<file path="src/rtl/song_sequencer_pkg.sv">
// Shared state encodings and sizing for the lab8 song record/playback controller.
package lab8_pkg;

  localparam int ADDR_W_DEF     = 10;
  localparam int NOTE_MEM_DEPTH = 2 ** ADDR_W_DEF;

  localparam logic [2:0] IDLE    = 3'd0;
  localparam logic [2:0] WRITE   = 3'd1;
  localparam logic [2:0] P_LOAD  = 3'd2;
  localparam logic [2:0] P_START = 3'd3;
  localparam logic [2:0] P_WAIT  = 3'd4;
  localparam logic [2:0] P_GAP   = 3'd5;

  function automatic logic is_play(input logic [2:0] st);
    return (st == P_LOAD) || (st == P_START) || (st == P_WAIT) || (st == P_GAP);
  endfunction

endpackage

</file>
<file path="src/rtl/song_sequencer_if.sv">
// Control/status bundle between the song sequencer and its UART, BRAM and envelope neighbours.
interface song_sequencer_if
  import lab8_pkg::*;
#(
  parameter int ADDR_W = ADDR_W_DEF
) ();

  logic              toggle;
  logic              rx_dv;
  logic              env_done;
  logic              writing;
  logic              playing;
  logic              mem_we;
  logic [ADDR_W-1:0] addr;
  logic [ADDR_W-1:0] addr_max;
  logic              note_start;
  logic              mem_full;

  modport slave (
    input  toggle, rx_dv, env_done,
    output writing, playing, mem_we, addr, addr_max, note_start, mem_full
  );

  modport master (
    output toggle, rx_dv, env_done,
    input  writing, playing, mem_we, addr, addr_max, note_start, mem_full
  );

endinterface

</file>
<file path="src/rtl/song_sequencer_gap_timer.sv">
// Loadable down-counter that flags the last clock of an inter-note silence.
module gap_timer #(
  parameter int WIDTH = 4
) (
  input  logic             clk,
  input  logic             reset,
  input  logic             load,
  input  logic             en,
  input  logic [WIDTH-1:0] load_val,
  output logic             done
);

  logic [WIDTH-1:0] count_q, count_d;

  always_comb begin
    count_d = count_q;
    if (load) begin
      count_d = load_val;
    end else if (en && count_q != '0) begin
      count_d = count_q - WIDTH'(1);
    end
  end

  always_ff @(posedge clk) begin
    if (reset) begin
      count_q <= '0;
    end else begin
      count_q <= count_d;
    end
  end

  // A load of N yields N enabled cycles, the last of which raises done.
  assign done = en && (count_q == WIDTH'(1));

endmodule

</file>
<file path="src/rtl/song_sequencer.sv">
// Record/playback controller for the UART-fed note memory.
// Define SONG_LOOP_EN to repeat the song until toggle instead of stopping at its end.
module song_sequencer
  import lab8_pkg::*;
#(
  parameter int ADDR_W     = ADDR_W_DEF,
  parameter int GAP_CYCLES = 0
) (
  input  logic                clk,
  input  logic                reset,
  song_sequencer_if.slave     bus
);

  localparam int GAP_W = (GAP_CYCLES > 0) ? $clog2(GAP_CYCLES + 1) : 1;

  logic [2:0]        state_q, state_d;
  logic [ADDR_W-1:0] addr_q, addr_d;
  logic [ADDR_W-1:0] addr_max_q, addr_max_d;
  logic [ADDR_W:0]   count_q, count_d;
  logic              mem_full_q, mem_full_d;
  logic              wait_armed_q, wait_armed_d;
  logic              writing, mem_we, advance, gap_load, gap_done;

  assign writing = (state_q == WRITE);
  assign mem_we  = writing & bus.rx_dv & ~mem_full_q;

  always_comb begin
    state_d      = state_q;
    addr_d       = addr_q;
    addr_max_d   = addr_max_q;
    count_d      = count_q;
    mem_full_d   = mem_full_q;
    advance      = 1'b0;
    gap_load     = 1'b0;
    // env_done is only honoured once P_WAIT has been occupied for a full cycle.
    wait_armed_d = (state_q == P_WAIT);

    case (state_q)
      IDLE: begin
        if (bus.toggle) begin
          state_d    = WRITE;
          addr_d     = '0;
          count_d    = '0;
          mem_full_d = 1'b0;
        end
      end
      WRITE: begin
        if (mem_we) begin
          count_d = count_q + (ADDR_W + 1)'(1);
          if (addr_q != '1) begin
            addr_d = addr_q + ADDR_W'(1);
          end else begin
            mem_full_d = 1'b1;
          end
        end
        if (bus.toggle) begin
          if (count_d == '0) begin
            state_d = IDLE;
          end else begin
            addr_max_d = ADDR_W'(count_d - (ADDR_W + 1)'(1));
            addr_d     = '0;
            state_d    = P_LOAD;
          end
        end
      end
      P_LOAD:  state_d = P_START;
      P_START: state_d = P_WAIT;
      P_WAIT: begin
        if (wait_armed_q && bus.env_done) begin
          if (GAP_CYCLES == 0) begin
            advance = 1'b1;
          end else begin
            gap_load = 1'b1;
            state_d  = P_GAP;
          end
        end
      end
      P_GAP: begin
        if (gap_done) begin
          advance = 1'b1;
        end
      end
      default: state_d = IDLE;
    endcase

    if (advance) begin
      if (addr_q != addr_max_q) begin
        addr_d  = addr_q + ADDR_W'(1);
        state_d = P_LOAD;
      end else begin
        addr_d  = '0;
`ifdef SONG_LOOP_EN
        state_d = P_LOAD;
`else
        state_d = IDLE;
`endif
      end
    end

    // Toggle during playback overrides any same-cycle env_done or gap expiry.
    if (bus.toggle && is_play(state_q)) begin
      state_d    = WRITE;
      addr_d     = '0;
      count_d    = '0;
      mem_full_d = 1'b0;
    end
  end

  always_ff @(posedge clk) begin
    if (reset) begin
      state_q      <= IDLE;
      addr_q       <= '0;
      addr_max_q   <= '0;
      count_q      <= '0;
      mem_full_q   <= 1'b0;
      wait_armed_q <= 1'b0;
    end else begin
      state_q      <= state_d;
      addr_q       <= addr_d;
      addr_max_q   <= addr_max_d;
      count_q      <= count_d;
      mem_full_q   <= mem_full_d;
      wait_armed_q <= wait_armed_d;
    end
  end

  generate
    if (GAP_CYCLES > 0) begin : g_gap
      gap_timer #(
        .WIDTH (GAP_W)
      ) u_gap_timer (
        .clk      (clk),
        .reset    (reset),
        .load     (gap_load),
        .en       (state_q == P_GAP),
        .load_val (GAP_W'(GAP_CYCLES)),
        .done     (gap_done)
      );
    end else begin : g_no_gap
      logic unused_gap_load;
      assign unused_gap_load = gap_load;
      assign gap_done        = 1'b0;
    end
  endgenerate

  assign bus.writing    = writing;
  assign bus.playing    = is_play(state_q);
  assign bus.mem_we     = mem_we;
  assign bus.addr       = addr_q;
  assign bus.addr_max   = addr_max_q;
  assign bus.note_start = (state_q == P_START);
  assign bus.mem_full   = mem_full_q;

endmodule

</file>
<file path="src/flat_wrapper.sv">
// flat-port wrapper written by rule: the top's interface ports become plain ports
module song_sequencer_flat import lab8_pkg::*;
#(
  parameter int ADDR_W     = ADDR_W_DEF,
  parameter int GAP_CYCLES = 0
)
  (clk, reset, bus_toggle, bus_rx_dv, bus_env_done, bus_writing, bus_playing, bus_mem_we, bus_addr, bus_addr_max, bus_note_start, bus_mem_full);
  song_sequencer_if #(.ADDR_W(ADDR_W)) bus_i ();
  input  logic clk;
  input  logic reset;
  input wire logic [$bits(bus_i.toggle)-1:0] bus_toggle;
  input wire logic [$bits(bus_i.rx_dv)-1:0] bus_rx_dv;
  input wire logic [$bits(bus_i.env_done)-1:0] bus_env_done;
  output wire logic [$bits(bus_i.writing)-1:0] bus_writing;
  output wire logic [$bits(bus_i.playing)-1:0] bus_playing;
  output wire logic [$bits(bus_i.mem_we)-1:0] bus_mem_we;
  output wire logic [$bits(bus_i.addr)-1:0] bus_addr;
  output wire logic [$bits(bus_i.addr_max)-1:0] bus_addr_max;
  output wire logic [$bits(bus_i.note_start)-1:0] bus_note_start;
  output wire logic [$bits(bus_i.mem_full)-1:0] bus_mem_full;
  assign bus_i.toggle = bus_toggle;
  assign bus_i.rx_dv = bus_rx_dv;
  assign bus_i.env_done = bus_env_done;
  assign bus_writing = bus_i.writing;
  assign bus_playing = bus_i.playing;
  assign bus_mem_we = bus_i.mem_we;
  assign bus_addr = bus_i.addr;
  assign bus_addr_max = bus_i.addr_max;
  assign bus_note_start = bus_i.note_start;
  assign bus_mem_full = bus_i.mem_full;
  song_sequencer #(.ADDR_W(ADDR_W), .GAP_CYCLES(GAP_CYCLES)) u_core (.clk(clk), .reset(reset), .bus(bus_i));
endmodule
</file>
<file path="config.mk">
export PLATFORM = sky130hd
export DESIGN_NAME = song_sequencer_flat
export DESIGN_NICKNAME = d
export VERILOG_FILES = /design/src/rtl/song_sequencer_pkg.sv /design/src/rtl/song_sequencer_if.sv /design/src/rtl/song_sequencer_gap_timer.sv /design/src/rtl/song_sequencer.sv /design/src/flat_wrapper.sv
export SDC_FILE = /design/constraint.sdc
export NUM_CORES = 1
export LEC_CHECK = 0
export ABC_AREA = 1
export BUFFER_PORTS_ARGS = -buffer_cell sky130_fd_sc_hd__buf_2
export CAP_MARGIN = 15
export CORE_ASPECT_RATIO = 0.5
export CORE_MARGIN = 2
export CORE_UTILIZATION = 63
export CTS_BUF_LIST = sky130_fd_sc_hd__clkbuf_16
export CTS_CLUSTER_DIAMETER = 150
export DETAILED_ROUTE_END_ITERATION = 8
export MAX_ROUTING_LAYER = met4
export PLACE_DENSITY_LB_ADDON = 0.3
export SLEW_MARGIN = 20
export SYNTH_ARGS = -nofsm -noshare
export SYNTH_HDL_FRONTEND = slang
export SYNTH_SLANG_ARGS = --single-unit
</file>
<file path="constraint.sdc">
create_clock -name clk -period 3.05 [get_ports clk]
set_clock_uncertainty 0.05 [all_clocks]
set_input_delay 0.1525 -clock clk [delete_from_list [all_inputs] [get_ports clk]]
set_output_delay 0.1525 -clock clk [all_outputs]
set_load 0.03 [all_outputs]
</file>
# ---- Word level (Yosys, flattened, before mapping)
# Index checks and enable logic that the tools add are counted.
dict set report classes {
  n_mul 0
  reduce_logical 17
  n_eq_ne 16
  div 0
  add_sub_neg 3
  mux 25
  n_bitwise 4
  shifts 0
  n_lt_le_gt_ge 0
}
# operator n
set ops {}
lappend ops {{two-way mux 10 bit} 7}
lappend ops {{two-way mux 11 bit} 3}
lappend ops {{case mux 11 bit (2 select lines)} 1}
lappend ops {{case mux 10 bit (2 select lines)} 1}
lappend ops {{case mux 3 bit (5 select lines)} 1}
lappend ops {{adder 11 x 1 -> 11 bit (second input constant)} 1}
lappend ops {{logical NOT 11 bit} 1}
lappend ops {{adder 10 x 1 -> 10 bit (second input constant)} 1}
lappend ops {{!= test 10 bit} 1}
lappend ops {{!= test 10 bit (second input constant)} 1}
lappend ops {{subtractor 10 x 1 -> 10 bit (second input constant)} 1}
lappend ops {{two-way mux 3 bit} 3}
lappend ops {{AND reduction 3 bit} 3}
lappend ops {{equality test 3 x 2 -> 1 bit (second input constant)} 2}
lappend ops {{equality test 3 bit (second input constant)} 2}
lappend ops {{two-way mux 1 bit} 6}
lappend ops {{!= test 2 bit (second input constant)} 3}
lappend ops {{two-way mux 2 bit} 2}
lappend ops {{!= test 4 x 2 -> 1 bit (second input constant)} 1}
lappend ops {{!= test 4 bit (second input constant)} 1}
lappend ops {{AND reduction 2 bit} 2}
lappend ops {{AND reduction 4 bit} 1}
lappend ops {{OR reduction 2 bit} 2}
lappend ops {{equality test 3 x 1 -> 1 bit (second input constant)} 1}
lappend ops {{12 further kinds} 17}
dict set report word_totals {
  romBits 0
  inputBits 5
  latch_bits 0
  memories 0
  output_inout_bits 25
  wordCells 72
  regBits 36
  mem_bits_rw 0
}

# ---- Logic depth before layout (Yosys ltp)
dict set report depth {
  word_depth 11
  ltp_mapped 17
  mapped_depth_nobuf 16
}

# ---- Least setup slack after synthesis
# OpenSTA, ideal clock, no wires.
dict set report synth_timing {
  kind {reg2reg}
  startpoint {register u_core.addr_q[1], in the netlist u_core.bus.addr[1]}
  endpoint {register u_core.addr_q[1], in the netlist u_core.bus.addr[1]}
  path_stages_with_launch 13
  synth_period_minus_slack_ns 2.131
  t_arrival_ns 1.959
  t_required_ns 2.878
  path_buffers 0
  slack_ns 0.919
  setup_time_ns 0.122
  path_cell_list {dfxtp_1 ha_1 nand2_1 nor2_1 nand4_1 nor2_1 nand2_1 nor2_1 nor2_1 inv_2 o21ai_0 o211ai_1 a21oi_1}
}
dict set report synth_between {
  elab_chain_cells 7
  word_cells_on_any_way 10
  cone_classes {add/sub: 1; eq/ne: 2; mux: 7}
}
# item line_no
set synth_rtl {}
lappend synth_rtl {{start: declaration} song_sequencer.sv:17} ;# logic [ADDR_W-1:0] addr_q, addr_d;
lappend synth_rtl {{start signal: assignment} song_sequencer.sv:119} ;# addr_q <= addr_d;
lappend synth_rtl {{adder 10 x 1 -> 10 bit or != test 10 bit (tied branches)} {song_sequencer.sv:51, song_sequencer.sv:88, song_sequencer.sv:50}}
lappend synth_rtl {{two-way mux 10 bit} song_sequencer.sv:50} ;# if (addr_q != '1) begin
lappend synth_rtl {{two-way mux 10 bit} song_sequencer.sv:48} ;# if (mem_we) begin
lappend synth_rtl {{two-way mux 10 bit} song_sequencer.sv:57} ;# if (count_d == '0) begin
lappend synth_rtl {{two-way mux 10 bit} song_sequencer.sv:56} ;# if (bus.toggle) begin
lappend synth_rtl {{case mux 10 bit (2 select lines)} song_sequencer.sv:38} ;# case (state_q)
lappend synth_rtl {{two-way mux 10 bit *} song_sequencer.sv:86} ;# if (advance) begin
# Mark *: on every way between the ends. The rest lies on a longest branch, timed or not.
# A chain may end at the register's enable or synchronous reset.

# ---- Final worst setup path
dict set report layout_timing {
  startpoint {register u_core.state_q[1]}
  endpoint {register u_core.addr_max_q[7], in the netlist u_core.bus.addr_max[7]}
}
dict set report layout_between {
  elab_chain_cells 8
  word_cells_on_any_way 9
  cone_classes {add/sub: 1; eq/ne: 1; mux: 2; bitwise: 3; reduce/logical: 2}
}
# item line_no
set layout_rtl {}
lappend layout_rtl {{start: declaration} song_sequencer.sv:16} ;# logic [2:0] state_q, state_d;
lappend layout_rtl {{start signal: assignment} song_sequencer.sv:118} ;# state_q <= state_d;
lappend layout_rtl {{equality test 3 x 1 -> 1 bit *} {song_sequencer.sv:24, song_sequencer.sv:38}}
lappend layout_rtl {{branches (longest 7 deep; another with subtractor 10 x 1 -> 10 bit)} --}
lappend layout_rtl {{end signal: assignment} song_sequencer.sv:120} ;# addr_max_q <= addr_max_d;
lappend layout_rtl {{end: declaration} song_sequencer.sv:18} ;# logic [ADDR_W-1:0] addr_max_q, addr_max_d;
# Mark *: on every way between the ends. The select of a mux whose other input is x is not followed.

==> qor.yml <==
worst_setup_path:
  cp_max_fo: 21
  critPathCaptureType: "register"
  required_ns: 3.17
  reg2reg_slack_ns: 0.59
  crit_arrival_ns: 2.57
  critPathLaunchType: "register"
  critPathKind: "reg2reg"
placed_design:
  port_buffers: 29
  gp_congestion: 0.964
  dp_cells: 461
  post-dp-hpwl_um: 4600
die:
  initial_utilization_pct: 65.1
  die_h_um: 48.8
  core.rowCount: 16
  die_w_um: 93.6
  dieArea_um2: 4570
  num_io_pins: 30
  coreArea_um2: 3880
sta:
  fin_crit_ns: 2.46
  hold_viol: 0
  rsz0062_at_grt: "false"
  fin_hold_ws_ns: 0.0912
  max_freq_ghz: 0.407
  finalSetupViolCount: 0
  slew_viol_final: 0
  finalSetupTns_ns: 0
  worst_pin_slew_ns: 0.791
  slew_headroom_pct: 47.0
  post-route-period-util_pct: 80.5
route:
  ant_nets: 0
  dr_wl_met3_um: 425
  vias_per_cell: 5.49
  routed.top_layer: "met4"
  dr_wl_met2_um: 2820
  dr.pass1.iters: 4
  vias: 2574
  wirelength_um: 6100
  wl_met1_um: 2790
  drt_iter0_drc: 175
  drt-wirelength-per-cell_um: 13.0
  drc: 0
clock_network:
  cts_made_buffers: 5
  clk_latency_ns: 0.28
  clk_pin_slew_ns: 0.06
  htreeDepth: 2
  cts_hold_buf: 0
  clockBufferDepth: 2
  cts_resized: 0
  cts-root-buf: "clkbuf_16"
  tritoncts: "yes"
  cts.sinks: 36
  postCtsSetupBuffers: 0
synthesis:
  yosys.area_share.simple_pct: 37.7
  mappedNetlistArea_um2: 2530
  synth_top_family_by_area: "simple AND/OR/NAND/NOR gates"
  syn_nets: 393
  ys_types: 38
  synth_area_leaders: "dfxtp_1, nand2_1, a21oi_1"
  synth_mux_area_share_pct: 0
  synth_commonest_cells: "nand2_1, inv_1, dfxtp_1, nor2_1, a21oi_1"
  synth_compound_area_share_pct: 15.5
  synth_xor_area_share_pct: 6.58
  synth.avg_cell_area_um2: 6.57
  synthMostInstantiatedCell: "nand2_1"
  synth_edf_count: 0
  synth_fa_ha_area_share_pct: 1.48
  yosys.area.top_type_share_pct: 28.5
  ys_async_sr_fraction_pct: 0
  synthCells: 385
  synth_ff_type: "dfxtp_1"
  ys.warnings.count: 0
  ys_seq_area_share_pct: 28.5
  yosys.area.top_type: "dfxtp_1"
  synth_seq_cells: 36
finish:
  drive_gt1_share_pct: 17.6
  fin_util_pct: 72.5
  fin_cells: 469
  insertedDiodeCount: 0
  synthToLayoutAreaGrowth_pct: 11.3
  layout.nets: 422
  n_fill_cell: 305
run:
  maxCapViolCount: 0
global_route:
  antenna_found_initial: 0
  overflow: 0
  grt_pass1_vias: 2379
  grt_first_pass_wirelength_um: 10600
  grt_max_degree: 22
  grt.total_usage_pct: 29.8
min_path:
  hold_path_class: "in2reg"
pwr:
  p_leak_nw: 1.24
  p_per_area_nw_per_um2: 439
  peakVddDrop_mv: 0.234
status:
  status: "complete, no violations"
-- final timing paths --
| check | from | to | depth (start not counted) |
|---|---|---|---|
| worst max register to register | u_core.state_q[1] | u_core.bus.addr_max[7] | 14 |
| worst min-delay path | reset | u_core.bus.addr_max[4] | 2 |
| worst max-delay path | u_core.state_q[1] | u_core.bus.addr_max[7] | 14 |
| worst min register to register | u_core.bus.addr_max[5] | u_core.bus.addr_max[5] | 2 |
-- kinds of logic (layout without fill, tap and decap cells) --
family / after synthesis / count (layout)
xor+xnor: 19 / 19
compound gates: 72 / 72
flops: 36 / 36
fa+ha+maj: 3 / 3
simple gates: 200 / 200
buf+inv: 55 / 85
-- cell usage in the layout, fill, tap and decap left out, drive strengths merged, types with 2 or more instances in the layout --
cell type and n:
a21oi 32, a31oi 3, buf 32, clkbuf 5
dfxtp 36, ha 3, inv 47, nand2 113
nand3 22, nand3b 3, nand4 7, nor2 42
nor3 7, o211ai 2, o21ai 30, or2 3
xnor2 3, xor2 16
-- power by group --
| part | total, mW | internal [mW] | switching (mW) |
|---|---|---|---|
| clock network | 0.485 | 0.294 | 0.192 |
| registers | 0.517 | 0.488 | 0.0296 |
| logic | 0.232 | 0.0740 | 0.158 |
| total | 1.23 | 0.855 | 0.379 |
-- cell type report --
class	instances	area, um2	area share, %
clock inverter	3	11.3	0.400
sequential	36	721	25.6
tap	54	67.6	2.40
timing repair buffer	32	168	5.96
clock buffer	5	125	4.44
multi-input combinational	294	1550	55.0
inverter	45	174	6.18
-- flip-flops by register name, indices dropped and copies added (netlist names) --
register             cells
u_core.count_q          11
u_core.bus.addr         10
u_core.bus.addr_max     10
u_core.state_q           3
u_core.bus.mem_full      1
u_core.wait_armed_q      1
-- stage by stage --
stage | cell area, um2 | worst slack (ns) | power [mW]
CTS | 2820 | 0.627 | 1.24
finish | 2820 | 0.594 | 1.23
floorplan | 2530 | 0.919 | 0.700
detailed placement | 2680 | 0.679 | 0.757
global placement | 2680 | 0.732 | 0.751
global route | 2820 | 0.320 | 1.29
-- per-layer routing --
metal / vias to the layer above / track usage (%)
li1: 1309 / -
met1: 1172 / 37.5
met2: 81 / 47.8
met3: 12 / 7.42
met4: 0 / 9.18
met5: - / -
-- worst max-delay path, stage by stage, from the launching register on --
cell	delay [ns]
dfxtp_1	0.42
inv_4	0.11
nand3_4	0.15
nor2_8	0.33
inv_4	0.10
nand2_2	0.08
nand2_2	0.07
nor2_2	0.12
nand2_2	0.10
nor2_4	0.16
nand2_4	0.10
nand3_4	0.16
inv_2	0.11
o21ai_0	0.21
nor2_1	0.06
(Power assumes the default switching activity.)
